<file path="src/rtl/z16_mem_arbiter_if.sv">
// z16_mem_arbiter_if: bus bundle between the fetch/load-store requesters,
// the arbiter and the single-port Z16 memory.
//
// Handshake: a requester raises *_req with address/data and holds them
// stable until it sees *_gnt; a transfer occurs in every cycle where
// req & gnt. Read data returns one cycle later, qualified by *_rvalid
// (there is no back-pressure on responses).
interface z16_mem_arbiter_if #(
   parameter int ADDR_W = 16,
   parameter int DATA_W = 16
);
   logic              i_flush;
   logic              i_if_req;
   logic [ADDR_W-1:0] i_if_addr;
   logic              o_if_gnt;
   logic              o_if_rvalid;
   logic [DATA_W-1:0] o_if_rdata;
   logic              i_ls_req;
   logic              i_ls_we;
   logic [ADDR_W-1:0] i_ls_addr;
   logic [DATA_W-1:0] i_ls_wdata;
   logic              o_ls_gnt;
   logic              o_ls_rvalid;
   logic [DATA_W-1:0] o_ls_rdata;
   logic              o_mem_en;
   logic              o_mem_we;
   logic [ADDR_W-1:0] o_mem_addr;
   logic [DATA_W-1:0] o_mem_wdata;
   logic [DATA_W-1:0] i_mem_rdata;

   // Arbiter side.
   modport slave (
      input  i_flush, i_if_req, i_if_addr, i_ls_req, i_ls_we, i_ls_addr,
             i_ls_wdata, i_mem_rdata,
      output o_if_gnt, o_if_rvalid, o_if_rdata, o_ls_gnt, o_ls_rvalid,
             o_ls_rdata, o_mem_en, o_mem_we, o_mem_addr, o_mem_wdata
   );

   // Requester / memory side.
   modport master (
      output i_flush, i_if_req, i_if_addr, i_ls_req, i_ls_we, i_ls_addr,
             i_ls_wdata, i_mem_rdata,
      input  o_if_gnt, o_if_rvalid, o_if_rdata, o_ls_gnt, o_ls_rvalid,
             o_ls_rdata, o_mem_en, o_mem_we, o_mem_addr, o_mem_wdata
   );
endinterface

</file>
<file path="src/rtl/z16_mem_arbiter.sv">
// z16_mem_arbiter: shares the single-port Z16 memory between instruction
// fetch (IF) and load/store (LS). One grant per cycle, LS has priority,
// read data (1-cycle latency) is routed back to whoever issued the read.
// Optional macro Z16_ARB_STARVE_EN: an IF wait counter lets IF win a
// conflict after MAX_WAIT lost cycles. The counter is visible on
// o_dbg_wait_cnt (always 0 when the macro is undefined).
module z16_mem_arbiter #(
   parameter int ADDR_W   = 16,
   parameter int DATA_W   = 16,
   parameter int MAX_WAIT = 4,
   parameter int WAIT_W   = 3
) (
   input  logic              i_clk,
   input  logic              i_rst_n,
   z16_mem_arbiter_if.slave  bus,
   output logic [WAIT_W-1:0] o_dbg_wait_cnt
);
   logic              if_ok;
   logic              if_first;
   logic              if_gnt;
   logic              ls_gnt;
   logic              if_pend_q;
   logic              ls_pend_q;
   logic [ADDR_W-1:0] addr_q;
   logic [DATA_W-1:0] wdata_q;

`ifdef Z16_ARB_STARVE_EN
   logic [WAIT_W-1:0] wait_q;

   // Count cycles IF waits without a flush; clear on grant, drop or flush.
   always_ff @(posedge i_clk or negedge i_rst_n) begin
      if (!i_rst_n) begin
         wait_q <= '0;
      end else if (if_gnt || !bus.i_if_req || bus.i_flush) begin
         wait_q <= '0;
      end else if (wait_q != '1) begin
         wait_q <= wait_q + WAIT_W'(1);
      end
   end

   assign if_first       = (wait_q >= WAIT_W'(MAX_WAIT));
   assign o_dbg_wait_cnt = wait_q;
`else
   assign if_first       = 1'b0;
   assign o_dbg_wait_cnt = '0;
`endif

   // Grant decision: LS first unless a starved IF is promoted; reset blocks all.
   always_comb begin
      if_ok  = bus.i_if_req & ~bus.i_flush;
      ls_gnt = i_rst_n & bus.i_ls_req & ~(if_ok & if_first);
      if_gnt = i_rst_n & if_ok & ~(bus.i_ls_req & ~if_first);
   end

   // Memory port mux; address/data hold their last value when idle.
   always_comb begin
      bus.o_if_gnt    = if_gnt;
      bus.o_ls_gnt    = ls_gnt;
      bus.o_mem_en    = if_gnt | ls_gnt;
      bus.o_mem_we    = ls_gnt & bus.i_ls_we;
      bus.o_mem_addr  = addr_q;
      bus.o_mem_wdata = wdata_q;
      if (ls_gnt) begin
         bus.o_mem_addr  = bus.i_ls_addr;
         bus.o_mem_wdata = bus.i_ls_wdata;
      end else if (if_gnt) begin
         bus.o_mem_addr  = bus.i_if_addr;
      end
   end

   // Remember who owns next cycle's read data, and the last port values.
   always_ff @(posedge i_clk or negedge i_rst_n) begin
      if (!i_rst_n) begin
         if_pend_q <= 1'b0;
         ls_pend_q <= 1'b0;
         addr_q    <= '0;
         wdata_q   <= '0;
      end else begin
         if_pend_q <= if_gnt;
         ls_pend_q <= ls_gnt & ~bus.i_ls_we;
         if (bus.o_mem_en) begin
            addr_q  <= bus.o_mem_addr;
            wdata_q <= bus.o_mem_wdata;
         end
      end
   end

   // Response routing; a flush kills the fetch returning this cycle.
   always_comb begin
      bus.o_if_rvalid = if_pend_q & ~bus.i_flush;
      bus.o_ls_rvalid = ls_pend_q;
      bus.o_if_rdata  = bus.i_mem_rdata;
      bus.o_ls_rdata  = bus.i_mem_rdata;
   end
endmodule

</file>
<file path="src/flat_wrapper.sv">
// flat-port wrapper written by rule: the top's interface ports become plain ports
module z16_mem_arbiter_flat 
#(
   parameter int ADDR_W   = 16,
   parameter int DATA_W   = 16,
   parameter int MAX_WAIT = 4,
   parameter int WAIT_W   = 3
)
  (i_clk, i_rst_n, o_dbg_wait_cnt, bus_i_flush, bus_i_if_req, bus_i_if_addr, bus_i_ls_req, bus_i_ls_we, bus_i_ls_addr, bus_i_ls_wdata, bus_i_mem_rdata, bus_o_if_gnt, bus_o_if_rvalid, bus_o_if_rdata, bus_o_ls_gnt, bus_o_ls_rvalid, bus_o_ls_rdata, bus_o_mem_en, bus_o_mem_we, bus_o_mem_addr, bus_o_mem_wdata);
  z16_mem_arbiter_if #(.ADDR_W(ADDR_W), .DATA_W(DATA_W)) bus_i ();
  input  logic i_clk;
  input  logic i_rst_n;
  output logic [WAIT_W-1:0] o_dbg_wait_cnt;
  input wire logic [$bits(bus_i.i_flush)-1:0] bus_i_flush;
  input wire logic [$bits(bus_i.i_if_req)-1:0] bus_i_if_req;
  input wire logic [$bits(bus_i.i_if_addr)-1:0] bus_i_if_addr;
  input wire logic [$bits(bus_i.i_ls_req)-1:0] bus_i_ls_req;
  input wire logic [$bits(bus_i.i_ls_we)-1:0] bus_i_ls_we;
  input wire logic [$bits(bus_i.i_ls_addr)-1:0] bus_i_ls_addr;
  input wire logic [$bits(bus_i.i_ls_wdata)-1:0] bus_i_ls_wdata;
  input wire logic [$bits(bus_i.i_mem_rdata)-1:0] bus_i_mem_rdata;
  output wire logic [$bits(bus_i.o_if_gnt)-1:0] bus_o_if_gnt;
  output wire logic [$bits(bus_i.o_if_rvalid)-1:0] bus_o_if_rvalid;
  output wire logic [$bits(bus_i.o_if_rdata)-1:0] bus_o_if_rdata;
  output wire logic [$bits(bus_i.o_ls_gnt)-1:0] bus_o_ls_gnt;
  output wire logic [$bits(bus_i.o_ls_rvalid)-1:0] bus_o_ls_rvalid;
  output wire logic [$bits(bus_i.o_ls_rdata)-1:0] bus_o_ls_rdata;
  output wire logic [$bits(bus_i.o_mem_en)-1:0] bus_o_mem_en;
  output wire logic [$bits(bus_i.o_mem_we)-1:0] bus_o_mem_we;
  output wire logic [$bits(bus_i.o_mem_addr)-1:0] bus_o_mem_addr;
  output wire logic [$bits(bus_i.o_mem_wdata)-1:0] bus_o_mem_wdata;
  assign bus_i.i_flush = bus_i_flush;
  assign bus_i.i_if_req = bus_i_if_req;
  assign bus_i.i_if_addr = bus_i_if_addr;
  assign bus_i.i_ls_req = bus_i_ls_req;
  assign bus_i.i_ls_we = bus_i_ls_we;
  assign bus_i.i_ls_addr = bus_i_ls_addr;
  assign bus_i.i_ls_wdata = bus_i_ls_wdata;
  assign bus_i.i_mem_rdata = bus_i_mem_rdata;
  assign bus_o_if_gnt = bus_i.o_if_gnt;
  assign bus_o_if_rvalid = bus_i.o_if_rvalid;
  assign bus_o_if_rdata = bus_i.o_if_rdata;
  assign bus_o_ls_gnt = bus_i.o_ls_gnt;
  assign bus_o_ls_rvalid = bus_i.o_ls_rvalid;
  assign bus_o_ls_rdata = bus_i.o_ls_rdata;
  assign bus_o_mem_en = bus_i.o_mem_en;
  assign bus_o_mem_we = bus_i.o_mem_we;
  assign bus_o_mem_addr = bus_i.o_mem_addr;
  assign bus_o_mem_wdata = bus_i.o_mem_wdata;
  z16_mem_arbiter #(.ADDR_W(ADDR_W), .DATA_W(DATA_W), .MAX_WAIT(MAX_WAIT), .WAIT_W(WAIT_W)) u_core (.i_clk(i_clk), .i_rst_n(i_rst_n), .bus(bus_i), .o_dbg_wait_cnt(o_dbg_wait_cnt));
endmodule
</file>
<file path="config.mk">
export PLATFORM = sky130hd
export DESIGN_NAME = z16_mem_arbiter_flat
export DESIGN_NICKNAME = d
export VERILOG_FILES = /design/src/rtl/z16_mem_arbiter_if.sv /design/src/rtl/z16_mem_arbiter.sv /design/src/flat_wrapper.sv
export SDC_FILE = /design/constraint.sdc
export NUM_CORES = 1
export LEC_CHECK = 0
export CAP_MARGIN = 20
export CORE_ASPECT_RATIO = 1.5
export CORE_MARGIN = 2
export CORE_UTILIZATION = 38
export DETAILED_ROUTE_END_ITERATION = 8
export PLACE_DENSITY = 0.83
export SLEW_MARGIN = 20
export SYNTH_ARGS = -nofsm -noshare
export SYNTH_HDL_FRONTEND = slang
export SYNTH_SLANG_ARGS = --single-unit
</file>
<file path="constraint.sdc">
create_clock -name i_clk -period 6.6 [get_ports i_clk]
set_clock_uncertainty 0.2 [all_clocks]
set_input_delay 1.98 -clock i_clk [delete_from_list [all_inputs] [get_ports i_clk]]
set_output_delay 1.98 -clock i_clk [all_outputs]
set_load 0.05 [all_outputs]
</file>
==> results.ini <==
[timing]
drv_slew = 0
holdWs_ps = 305
fin_crit_sh_pct = 91.5
rsz0062_at_grt = false
fmax_mhz = 166
max_slew.worst_pin.slew_ps = 714
finalSetupViolCount = 0
relSlewSlack_pct = 52.3
hold_viol_final = 0
finalCriticalPeriod_ps = 6040
fin_tns_setup_ps = 0
finalWorstSetupSlack_ps = 562

[clock_network]
tritoncts = built
cts_setup_buffers = 0
cts_max_path_buffers = 2
ctsRootBufferMaster = clkbuf_8
clk_pin_slew_ps = 70
cts_inserted_buffers = 5
clock_sinks = 34
ctsHoldBuffers = 0
worstSkewPairLatency_ps = 280
htreeDepth = 2
cts-resized-gates = 0

[route]
drt_iter0_drc = 36
viasPerCell = 5.25
ant_nets = 0
drc_errors = 0
vias = 1550
firstDrtPassIters = 4
wl_um = 4540
wl_per_cell_um = 15.4

[worst_setup_path]
startpoint_type = input port
crit_family = simple AND/OR/NAND/NOR gates
cp_max_fo = 32
required_ps = 4420
slowest_delay_ps = 570
slowest_stage = nor2_4
reg2reg_setup_slack_ps = 5560
rr_worst_depth = 1
crit_path_cell_trace = clkdlybuf4s50_1, and4bb_4, nor2_4, a221o_1, buf_4
end_kind = primary output
crit_arrival_ps = 3860
reg2reg_from = u_core.addr_q[9]
critPathKind = in2out
worstReg2RegEnd = u_core.addr_q[9]
path_buf_inv = 2

[grt]
grt_max_degree = 33
grt_usage_pct = 15.2
grt_pass1_vias = 1601
grt_pass1_wl_um = 7200
overflow = 0
antenna_found_initial = 0

[place]
hpwl_um = 3420
placed_area_um2 = 2660
pre_cts_ws_ps = 547
routabilityCongestion = 0.723
io_buffers = 91

[logic_synthesis]
synth-xor-area-share_pct = 0
synth_compound_area_share_pct = 15.4
ys_seq_area_share_pct = 41.0
synth_simple_gate_area_share_pct = 7.48
yosys.area.top_type = dfrtp_1
synth_area_leaders = dfrtp_1 41%, mux2_2 17%, a221o_1 15%, buf_4 13%, buf_6 4.9%
synth_mux_area_share_pct = 17.4
synth.avg_cell_area_um2 = 12.3
synthCells = 169
yosys_register_bits = 34
synth_cell_types = 14
synth_area_um2 = 2070
synth_top_family_by_area = buffers and inverters
synth_warnings = 0
synth_top_area_share_pct = 41.0
yosys.area_share.adder_pct = 0

[power_and_ir_drop]
leakage_nw = 1.19
max-vdd-ir-drop_mv = 0.137
pwr_density_cell_nw_per_um2 = 251

[hold_path]
min_to = u_core.wdata_q[3]
hold_path.class = reg2reg
hold-path-cell-count = 1
hold_start = u_core.wdata_q[3]

[finish]
stdcell_area_um2 = 2750
n_antenna_cell = 0
layout-area-overhead-vs-synth_pct = 32.8
layout.nets = 296
nFillCells = 486
layout_commonest_cell = clkdlybuf4s50_1
drive_above_1_share_pct = 35.7
final_cell_mix = 56 x clkdlybuf4s50_1, 36 x buf_4, 34 x dfrtp_1, 32 x mux2_2, 32 x a221o_1
final_util_pct = 52.9

[die]
dieHeight_um = 94.5
std_cell_rows = 32
die_area_um2 = 6080
die-width_um = 64.3
ios = 143
coreArea_um2 = 5200
start_util_pct = 39.8

[run]
drv_cap = 0

[status]
status = finished, final reports clean

## metal layers
layer	track usage, %	routed length [µm]	up-vias
li1	-	-	709
met2	28.2	2440	62
met3	4.17	314	27
met1	15.4	1610	752
met5	0	0	-
met4	7.45	175	0
## worst max path at each step
stage | slack, ps | startpoint | depth (start not counted) | to
after floorplan | 1150 | bus_i_ls_req | 4 | bus_o_mem_addr[10]
after global placement | 570 | bus_i_ls_req | 5 | bus_o_mem_addr[2]
after detailed placement | 550 | bus_i_ls_req | 5 | bus_o_mem_addr[2]
after CTS | 550 | bus_i_ls_req | 5 | bus_o_mem_addr[2]
after global routing | 460 | bus_i_ls_req | 5 | bus_o_mem_addr[2]
final | 560 | bus_i_ls_req | 5 | bus_o_mem_addr[2]
## registers in the layout, indices dropped and copies added (netlist names)
name                    cells
u_core.if_pend_q            1
u_core.addr_q              16
u_core.wdata_q             16
u_core.bus.o_ls_rvalid      1
## kinds of logic (layout without fill, tap and decap cells)
logic type             Yosys count  count (layout)
buffers and inverters           48             104
and+or+nand+nor                 22              22
AOI/OAI and AO/OA               32              32
other                            1               3
muxes                           32              32
DFF                             34              34
## cell type report
type	instances	area (µm²)	share of cell area [%]
clock buffers	7	86.3	3.13
clock inverters	1	5.00	0.182
inverters	1	3.75	0.136
multi-input cells	89	847	30.8
flip-flops and latches	34	851	30.9
well taps	68	85.1	3.09
repair buffers	95	876	31.8
## cells in the mapped netlist, drive strengths merged
library cell and instances:
and3 1, and2 17, buf 47, dfrtp 34, nor2b 2, and4bb 1
a221o 32, conb 1, mux2 32, inv 1, nor2 1
## power by group
part | internal (mW) | switching (mW)
clock | 0.0841 | 0.0728
sequential | 0.237 | 0.0149
combinational | 0.118 | 0.164
## per-stage QoR
stage               instances  power [mW]
floorplan                 171       0.499
global placement          287       0.534
detailed placement        287       0.540
CTS                       295       0.701
global route              295       0.724
finish                    295       0.691
No activity file was read; power rests on OpenSTA's default activity.
